$ cat src/rtl/mem_pkg.sv
// Shared definitions for the MEM pipeline stage.
//   - load/store operation codes as carried on in_ld_op / in_st_op
//   - access FSM state encodings
//   - lane_idx_w(): number of address bits that select a byte lane in a data word
package mem_pkg;

  typedef enum logic [2:0] {
    LdNone = 3'd0,
    LdB    = 3'd1,
    LdBu   = 3'd2,
    LdH    = 3'd3,
    LdHu   = 3'd4,
    LdW    = 3'd5
  } ld_op_e;

  typedef enum logic [1:0] {
    StNone = 2'd0,
    StB    = 2'd1,
    StH    = 2'd2,
    StW    = 2'd3
  } st_op_e;

  typedef enum logic [1:0] {
    MemIdle = 2'd0,
    MemReq  = 2'd1,
    MemWait = 2'd2
  } mem_state_e;

  function automatic int unsigned lane_idx_w(input int unsigned data_w);
    return $clog2(data_w / 8);
  endfunction

endpackage

$ cat src/rtl/mem_load_align.sv
// Load data aligner: selects the addressed byte/halfword/word from a read data word and
// sign- or zero-extends it to DATA_W. Purely combinational.
// Ports:
//   rdata   read data word from memory
//   lane    byte lane of the access (low address bits)
//   ld_op   load operation code (LdNone..LdW); unknown codes give zero
//   result  aligned, extended load result
module mem_load_align
  import mem_pkg::*;
#(
  parameter int unsigned DATA_W = 32,
  parameter int unsigned LANE_W = lane_idx_w(DATA_W)
) (
  input  logic [DATA_W-1:0] rdata,
  input  logic [LANE_W-1:0] lane,
  input  logic [2:0]        ld_op,
  output logic [DATA_W-1:0] result
);

  logic [LANE_W-1:0] lane_h;
  logic [LANE_W-1:0] lane_w;
  logic [7:0]        byte_v;
  logic [15:0]       half_v;
  logic [31:0]       word_v;

  // Halfword and word accesses ignore the low lane bits below their own size.
  assign lane_h = lane & ~LANE_W'(1);
  assign lane_w = lane & ~LANE_W'(3);

  assign byte_v = 8'(rdata >> {lane, 3'b000});
  assign half_v = 16'(rdata >> {lane_h, 3'b000});
  assign word_v = 32'(rdata >> {lane_w, 3'b000});

  always_comb begin
    result = '0;
    case (ld_op)
      LdB:     result = DATA_W'($signed(byte_v));
      LdBu:    result = DATA_W'(byte_v);
      LdH:     result = DATA_W'($signed(half_v));
      LdHu:    result = DATA_W'(half_v);
      LdW:     result = DATA_W'($signed(word_v));
      default: result = '0;
    endcase
  end

endmodule

$ cat src/rtl/mem_access_unit.sv
// MEM pipeline stage. Registers the EX result into a single slot, runs a req/gnt + rvalid
// data-memory access for loads and stores, aligns load data and drives the WB and ID
// forwarding buses. stall_req freezes IF..EX while an access is outstanding.
// Optional feature macro: MEM_ALIGN_EXC_EN -- misaligned halfword/word accesses are not
// issued, suppress writeback and are reported on exc_valid / exc_badaddr.
// Ports:
//   clk, rst (async, active-low)
//   stall_in, in_valid, in_pc, in_ld_op, in_st_op, in_addr, in_st_data, in_rf_we, in_rf_waddr
//   in_ready, stall_req                      : handshake towards EX / front end
//   dmem_req/we/addr/wdata, dmem_gnt/rvalid/rdata : data memory port
//   wb_valid/pc/rf_we/rf_waddr/rf_wdata      : writeback bus
//   exc_valid, exc_badaddr                   : alignment fault (MEM_ALIGN_EXC_EN only)
//   fwd_we/waddr/wdata, fwd_pend             : forwarding bus to ID
module mem_access_unit
  import mem_pkg::*;
#(
  parameter int unsigned DATA_W    = 32,
  parameter int unsigned ADDR_W    = 32,
  parameter int unsigned RF_ADDR_W = 5,
  parameter int unsigned PC_W      = 32
) (
  input  logic                 clk,
  input  logic                 rst,
  input  logic                 stall_in,
  input  logic                 in_valid,
  input  logic [PC_W-1:0]      in_pc,
  input  logic [2:0]           in_ld_op,
  input  logic [1:0]           in_st_op,
  input  logic [ADDR_W-1:0]    in_addr,
  input  logic [DATA_W-1:0]    in_st_data,
  input  logic                 in_rf_we,
  input  logic [RF_ADDR_W-1:0] in_rf_waddr,
  output logic                 in_ready,
  output logic                 stall_req,
  output logic                 dmem_req,
  output logic [DATA_W/8-1:0]  dmem_we,
  output logic [ADDR_W-1:0]    dmem_addr,
  output logic [DATA_W-1:0]    dmem_wdata,
  input  logic                 dmem_gnt,
  input  logic                 dmem_rvalid,
  input  logic [DATA_W-1:0]    dmem_rdata,
  output logic                 wb_valid,
  output logic [PC_W-1:0]      wb_pc,
  output logic                 wb_rf_we,
  output logic [RF_ADDR_W-1:0] wb_rf_waddr,
  output logic [DATA_W-1:0]    wb_rf_wdata,
`ifdef MEM_ALIGN_EXC_EN
  output logic                 exc_valid,
  output logic [ADDR_W-1:0]    exc_badaddr,
`endif
  output logic                 fwd_we,
  output logic [RF_ADDR_W-1:0] fwd_waddr,
  output logic [DATA_W-1:0]    fwd_wdata,
  output logic                 fwd_pend
);

  localparam int unsigned NB     = DATA_W / 8;
  localparam int unsigned LANE_W = lane_idx_w(DATA_W);

  mem_state_e state_q, state_d;

  logic                 valid_q;
  logic [PC_W-1:0]      pc_q;
  logic [2:0]           ld_op_q;
  logic [1:0]           st_op_q;
  logic [ADDR_W-1:0]    addr_q;
  logic [DATA_W-1:0]    st_data_q;
  logic                 rf_we_q;
  logic [RF_ADDR_W-1:0] rf_waddr_q;
  logic [DATA_W-1:0]    result_q;

  logic                 in_is_load;
  logic                 in_is_store;
  logic                 in_misalign;
  logic                 in_is_mem;
  logic                 slot_is_load;
  logic                 load_done;
  logic [LANE_W-1:0]    lane;
  logic [DATA_W-1:0]    ld_result;
  logic [NB-1:0]        st_we;
  logic [DATA_W-1:0]    st_wdata;

  assign in_ready    = (state_q == MemIdle) && !stall_in;
  assign in_is_load  = (in_ld_op != LdNone) && (in_ld_op <= LdW);
  assign in_is_store = (in_st_op != StNone);

  always_comb begin
    in_misalign = 1'b0;
`ifdef MEM_ALIGN_EXC_EN
    if (((in_ld_op == LdH) || (in_ld_op == LdHu) || (!in_is_load && in_st_op == StH))
        && in_addr[0]) begin
      in_misalign = 1'b1;
    end
    if (((in_ld_op == LdW) || (!in_is_load && in_st_op == StW)) && (in_addr[1:0] != 2'b00)) begin
      in_misalign = 1'b1;
    end
`endif
  end

  // A misaligned access (fault build only) is retired as a plain op with no memory traffic.
  assign in_is_mem = (in_is_load || in_is_store) && !in_misalign;

  assign slot_is_load = (ld_op_q != LdNone) && (ld_op_q <= LdW);
  assign lane         = addr_q[LANE_W-1:0];

  // Load completes either with the grant (zero-wait memory) or later while waiting.
  assign load_done = dmem_rvalid &&
                     (((state_q == MemReq) && dmem_gnt && slot_is_load) || (state_q == MemWait));

  always_comb begin
    state_d = state_q;
    case (state_q)
      MemIdle: begin
        if (in_ready && in_valid && in_is_mem) state_d = MemReq;
      end
      MemReq: begin
        if (dmem_gnt) state_d = (slot_is_load && !dmem_rvalid) ? MemWait : MemIdle;
      end
      MemWait: begin
        if (dmem_rvalid) state_d = MemIdle;
      end
      default: state_d = MemIdle;
    endcase
  end

  always_ff @(posedge clk or negedge rst) begin
    if (!rst) begin
      state_q <= MemIdle;
    end else begin
      state_q <= state_d;
    end
  end

  always_ff @(posedge clk or negedge rst) begin
    if (!rst) begin
      valid_q    <= 1'b0;
      pc_q       <= '0;
      ld_op_q    <= '0;
      st_op_q    <= '0;
      addr_q     <= '0;
      st_data_q  <= '0;
      rf_we_q    <= 1'b0;
      rf_waddr_q <= '0;
      result_q   <= '0;
    end else if (in_ready) begin
      valid_q    <= in_valid;
      pc_q       <= in_pc;
      // Misaligned ops keep no op code so the slot never looks like a pending access.
      ld_op_q    <= (in_is_load && !in_misalign) ? in_ld_op : 3'(LdNone);
      st_op_q    <= (!in_is_load && !in_misalign) ? in_st_op : 2'(StNone);
      addr_q     <= in_addr;
      st_data_q  <= in_st_data;
      rf_we_q    <= in_rf_we && !in_misalign;
      rf_waddr_q <= in_rf_waddr;
      result_q   <= DATA_W'(in_addr);
    end else if (load_done) begin
      result_q   <= ld_result;
    end
  end

`ifdef MEM_ALIGN_EXC_EN
  logic mis_q;

  always_ff @(posedge clk or negedge rst) begin
    if (!rst) begin
      mis_q <= 1'b0;
    end else if (in_ready) begin
      mis_q <= in_valid && in_misalign;
    end
  end

  assign exc_valid   = wb_valid && mis_q;
  assign exc_badaddr = exc_valid ? addr_q : '0;
`endif

  mem_load_align #(
    .DATA_W (DATA_W),
    .LANE_W (LANE_W)
  ) u_load_align (
    .rdata  (dmem_rdata),
    .lane   (lane),
    .ld_op  (ld_op_q),
    .result (ld_result)
  );

  always_comb begin
    st_we    = '0;
    st_wdata = '0;
    case (st_op_q)
      StB: begin
        st_we    = NB'(1) << lane;
        st_wdata = {NB{st_data_q[7:0]}};
      end
      StH: begin
        st_we    = NB'(2'b11) << (lane & ~LANE_W'(1));
        st_wdata = {(NB / 2){st_data_q[15:0]}};
      end
      StW: begin
        st_we    = NB'(4'hF) << (lane & ~LANE_W'(3));
        st_wdata = {(DATA_W / 32){st_data_q[31:0]}};
      end
      default: ;
    endcase
  end

  // Port fields come straight from the held slot, so they stay stable until the grant.
  assign dmem_req   = (state_q == MemReq);
  assign dmem_we    = dmem_req ? st_we : '0;
  assign dmem_addr  = dmem_req ? (addr_q & ~ADDR_W'(NB - 1)) : '0;
  assign dmem_wdata = dmem_req ? st_wdata : '0;

  assign stall_req = (state_q != MemIdle);

  assign wb_valid    = valid_q && (state_q == MemIdle);
  assign wb_pc       = pc_q;
  assign wb_rf_we    = wb_valid && rf_we_q;
  assign wb_rf_waddr = rf_waddr_q;
  assign wb_rf_wdata = result_q;

  assign fwd_we    = wb_rf_we;
  assign fwd_waddr = rf_waddr_q;
  assign fwd_wdata = result_q;
  assign fwd_pend  = valid_q && slot_is_load && (state_q != MemIdle);

endmodule

$ cat config.mk
export PLATFORM = sky130hd
export DESIGN_NAME = mem_access_unit
export DESIGN_NICKNAME = d
export VERILOG_FILES = /design/src/rtl/mem_pkg.sv /design/src/rtl/mem_load_align.sv /design/src/rtl/mem_access_unit.sv
export SDC_FILE = /design/constraint.sdc
export NUM_CORES = 1
export LEC_CHECK = 0
export BUFFER_PORTS_ARGS = -buffer_cell sky130_fd_sc_hd__buf_2
export CORE_ASPECT_RATIO = 1.25
export CORE_MARGIN = 3
export CORE_UTILIZATION = 40
export CTS_CLUSTER_SIZE = 30
export DETAILED_ROUTE_END_ITERATION = 7
export PLACE_DENSITY = 0.69
export SLEW_MARGIN = 20
export SYNTH_ARGS = -nofsm -noshare
export SYNTH_HDL_FRONTEND = slang
export SYNTH_SLANG_ARGS = --single-unit
$ cat constraint.sdc
create_clock -name clk -period 2.1 [get_ports clk]
set_input_delay 0.21 -clock clk [delete_from_list [all_inputs] [get_ports clk]]
set_output_delay 0.21 -clock clk [all_outputs]
set_load 0.02 [all_outputs]
==> results.sh <==
export IMPL_cts_buffers=17
export IMPL_startpoint_type="register"
export IMPL_cp_slowest_cell="or3_4"
export IMPL_finalWirelength_mm=25.2
export IMPL_seq_area_frac_synth=0.481
export IMPL_nets=1359
export IMPL_drive_gt1_frac=0.336
export IMPL_tns_ns=0
export IMPL_synth_area_leaders="dfrtp_1, nand2_1, buf_4, and2_1, a221o_1"
export IMPL_die_area_um2=20100
export IMPL_setup_viol=0
export IMPL_grt_pass1_wl_mm=38.9
export IMPL_syn_to_final_growth_pct=41.6
export IMPL_cp_data_required_time_ns=1.89
export IMPL_cp_arrival_ns=1.79
export IMPL_worstPathMaxFanout=33
export IMPL_dp_hpwl_mm=17.3
export IMPL_grt_max_degree=106
export IMPL_ctsRootBufferMaster="clkbuf_16"
export IMPL_post_cts_repair_setup_buffers=0
export IMPL_synth_edf_count=0
export IMPL_cp_end_kind="output port"
export IMPL_diodes=0
export IMPL_ys_types=52
export IMPL_path_buf_inv=3
export IMPL_syn_inst=865
export IMPL_hold_ws_ns=0.0183
export IMPL_io_pins=326
export IMPL_final_antenna_net_count=0
export IMPL_firstDrtPassIters=5
export IMPL_synth_seq_cells=142
export IMPL_drc=0
export IMPL_maxSlewHeadroom=0.625
export IMPL_drv_slew=0
export IMPL_path_class="reg2out"
export IMPL_vias=7432
export IMPL_power_leakage_nw=5.55
export IMPL_min_period_ns=2.00
export IMPL_syn_area_um2=7380
export IMPL_die_y_um=158
export IMPL_fin_cells=1451
export IMPL_antenna_found_initial=1
export IMPL_drv_cap=0
export IMPL_async_flop_share=1.00
export IMPL_rsz0062_at_grt="false"
export IMPL_std_cell_rows=54
export IMPL_yosysWarningCount=0
export IMPL_tightest_slew_ns=0.562
export IMPL_track_usage=0.245
export IMPL_routedWlPerCell_um=17.3
export IMPL_cts_sinks=142
export IMPL_clockBufferDepth=2
export IMPL_synth_top_area_frac=0.481
export IMPL_overflow=0
export IMPL_synth_avg_cell_area_um2=8.54
export IMPL_gp_congestion=0.847
export IMPL_p_per_area_nw_per_um2=1050
export IMPL_viasPerCell=5.12
export IMPL_outcome="completed"
export IMPL_synth_top_area_cell="dfrtp_1"
export IMPL_fin_skew_ns=0.00601
export IMPL_drt_iter0_markers=499
export IMPL_fin_util=0.589
export IMPL_placed_cells=1337
export IMPL_die_width_um=128
export IMPL_cpLargestDelayFamily="buffers and inverters"
export IMPL_fill_cells=1572
export IMPL_clk_latency_ns=0.41
export IMPL_port_buffers=323
export IMPL_synthFlopType="dfrtp_1"
export IMPL_fmax_mhz=500
export IMPL_period_share=0.953
export IMPL_cts_tree="done"
export IMPL_cpPeakStageDelay_ns=0.43
export IMPL_clk_pin_slew_ns=0.07
export IMPL_ir_drop_mv=0.636
export IMPL_h_tree_depth=4
export IMPL_grt_pass1_vias=7395
export IMPL_hold_path_class="in2reg"
export IMPL_timing_critical_path_cells="or3_4 > inv_4 > buf_16 > buf_2"
export IMPL_hold_viol_final=0
export IMPL_start_util=0.416
export IMPL_core_area_um2=17800
-- flip-flops by register name, indices dropped and copies added (netlist names), 2 cells and up --
register   flops
st_data_q     32
state_q        2
fwd_waddr      5
fwd_wdata     32
st_op_q        2
addr_q        32
wb_pc         32
ld_op_q        3
-- synth_stat cells (all sizes together), types with 2 or more instances --
| cell type | count |
|---|---|
| nand3 | 4 |
| or3 | 4 |
| a22oi | 17 |
| clkbuf | 32 |
| a211oi | 8 |
| mux4 | 3 |
| a221o | 24 |
| a32oi | 4 |
| nand3b | 3 |
| a21oi | 39 |
| a21o | 9 |
| nor2b | 11 |
| nor2 | 32 |
| a22o | 4 |
| mux2 | 4 |
| nor3 | 3 |
| dfrtp | 142 |
| a21boi | 3 |
| o211ai | 3 |
| buf | 69 |
| and2 | 40 |
| a211o | 4 |
| mux2i | 2 |
| nand2b | 3 |
| a222oi | 3 |
| inv | 6 |
| o21ai | 12 |
| nand2 | 353 |
| a31oi | 9 |
-- where the power goes --
part	switching [mW]	total [mW]	internal [mW]
logic	2.41	3.90	1.48
clock network	1.26	3.16	1.90
registers	0.511	3.90	3.39
total	4.19	11.0	6.77
-- through the flow --
| stage | power (mW) | instance area, µm² | setup slack (ns) |
|---|---|---|---|
| floorplan | 6.47 | 7390 | 0.282 |
| global placement | 7.60 | 8970 | 0.201 |
| detailed placement | 7.66 | 8970 | 0.137 |
| CTS | 11.0 | 10400 | 0.0597 |
| global route | 11.6 | 10500 | 0.00228 |
| finish | 11.0 | 10500 | 0.0996 |
-- cell families after synthesis --
| group | count (synthesis) | synth area share |
|---|---|---|
| AO/OA/AOI/OAI | 146 | 0.150 |
| XOR/XNOR | 1 | 0.00119 |
| buffers and inverters | 107 | 0.0881 |
| flip-flops | 142 | 0.481 |
| multiplexers | 9 | 0.0180 |
| other | 1 | 0.000508 |
| AND/OR/NAND/NOR | 459 | 0.261 |
-- per-layer routing --
metal	wire (µm)	vias up	track usage
met5	11	-	0
met4	421	2	0.0675
met3	2070	36	0.0634
met2	13300	330	0.448
met1	9390	3539	0.283
li1	-	3525	-
-- final timing paths --
path                        startpoint            end  slack (ns)  cells after the start
max                         state_q[1]       in_ready         0.1                      4
min                        in_addr[10]     addr_q[10]        0.02                      3
max reg2reg                 ld_op_q[2]   fwd_wdata[2]        0.13                      6
min reg2reg                 addr_q[19]     addr_q[19]        0.47                      2
max in group asynchronous          rst  st_data_q[15]        1.13                      3
min in group asynchronous          rst     addr_q[21]        0.35                      2
-- area by class of cell --
| class | instances | area, µm² | area share |
|---|---|---|---|
| clock buffer | 18 | 429 | 0.0410 |
| clock inverter | 14 | 184 | 0.0176 |
| tap | 224 | 280 | 0.0268 |
| inverter | 6 | 25.0 | 0.00239 |
| timing repair buffer | 430 | 2780 | 0.266 |
| multi-input combinational | 617 | 3200 | 0.306 |
| sequential | 142 | 3550 | 0.340 |
-- worst min-delay path: cells and delay by family --
kind / cells / cell delay [ns]
AND/OR/NAND/NOR: 2 / 0.10
buffers and inverters: 1 / 0.10
-- what timing repair did --
action / 4_1_cts / 5_1_grt
resized for setup: 3 / 5
cloned: 1 / 0
endpoints found under the hold margin: 133 / 0
hold buffers: 81 / 0
endpoints found under the setup margin: 9 / 12
-- placed cells by master (no fill, tap or decap), types with 3 or more instances in the layout --
master	count
dlygate4sd3_1	81
a21boi_0	3
a222oi_1	3
a211o_1	4
a31oi_1	9
a32oi_1	4
clkinvlp_4	3
a211oi_1	7
mux4_2	3
a22oi_1	17
buf_6	3
nand3_1	4
buf_12	8
o211ai_1	3
buf_2	322
o21ai_1	3
a21oi_2	12
bufinv_16	3
a21o_1	9
a221o_1	24
clkbuf_16	17
nor2_1	31
a21oi_1	27
nand3b_1	3
a22o_1	4
inv_6	3
mux2_2	4
nor2b_1	10
nand2_1	353
inv_1	4
and2_1	40
nand2b_1	3
buf_4	14
o21ai_0	9
or3_4	3
nor3_1	3
dfrtp_1	141
No activity file was read; power rests on OpenSTA's default activity.
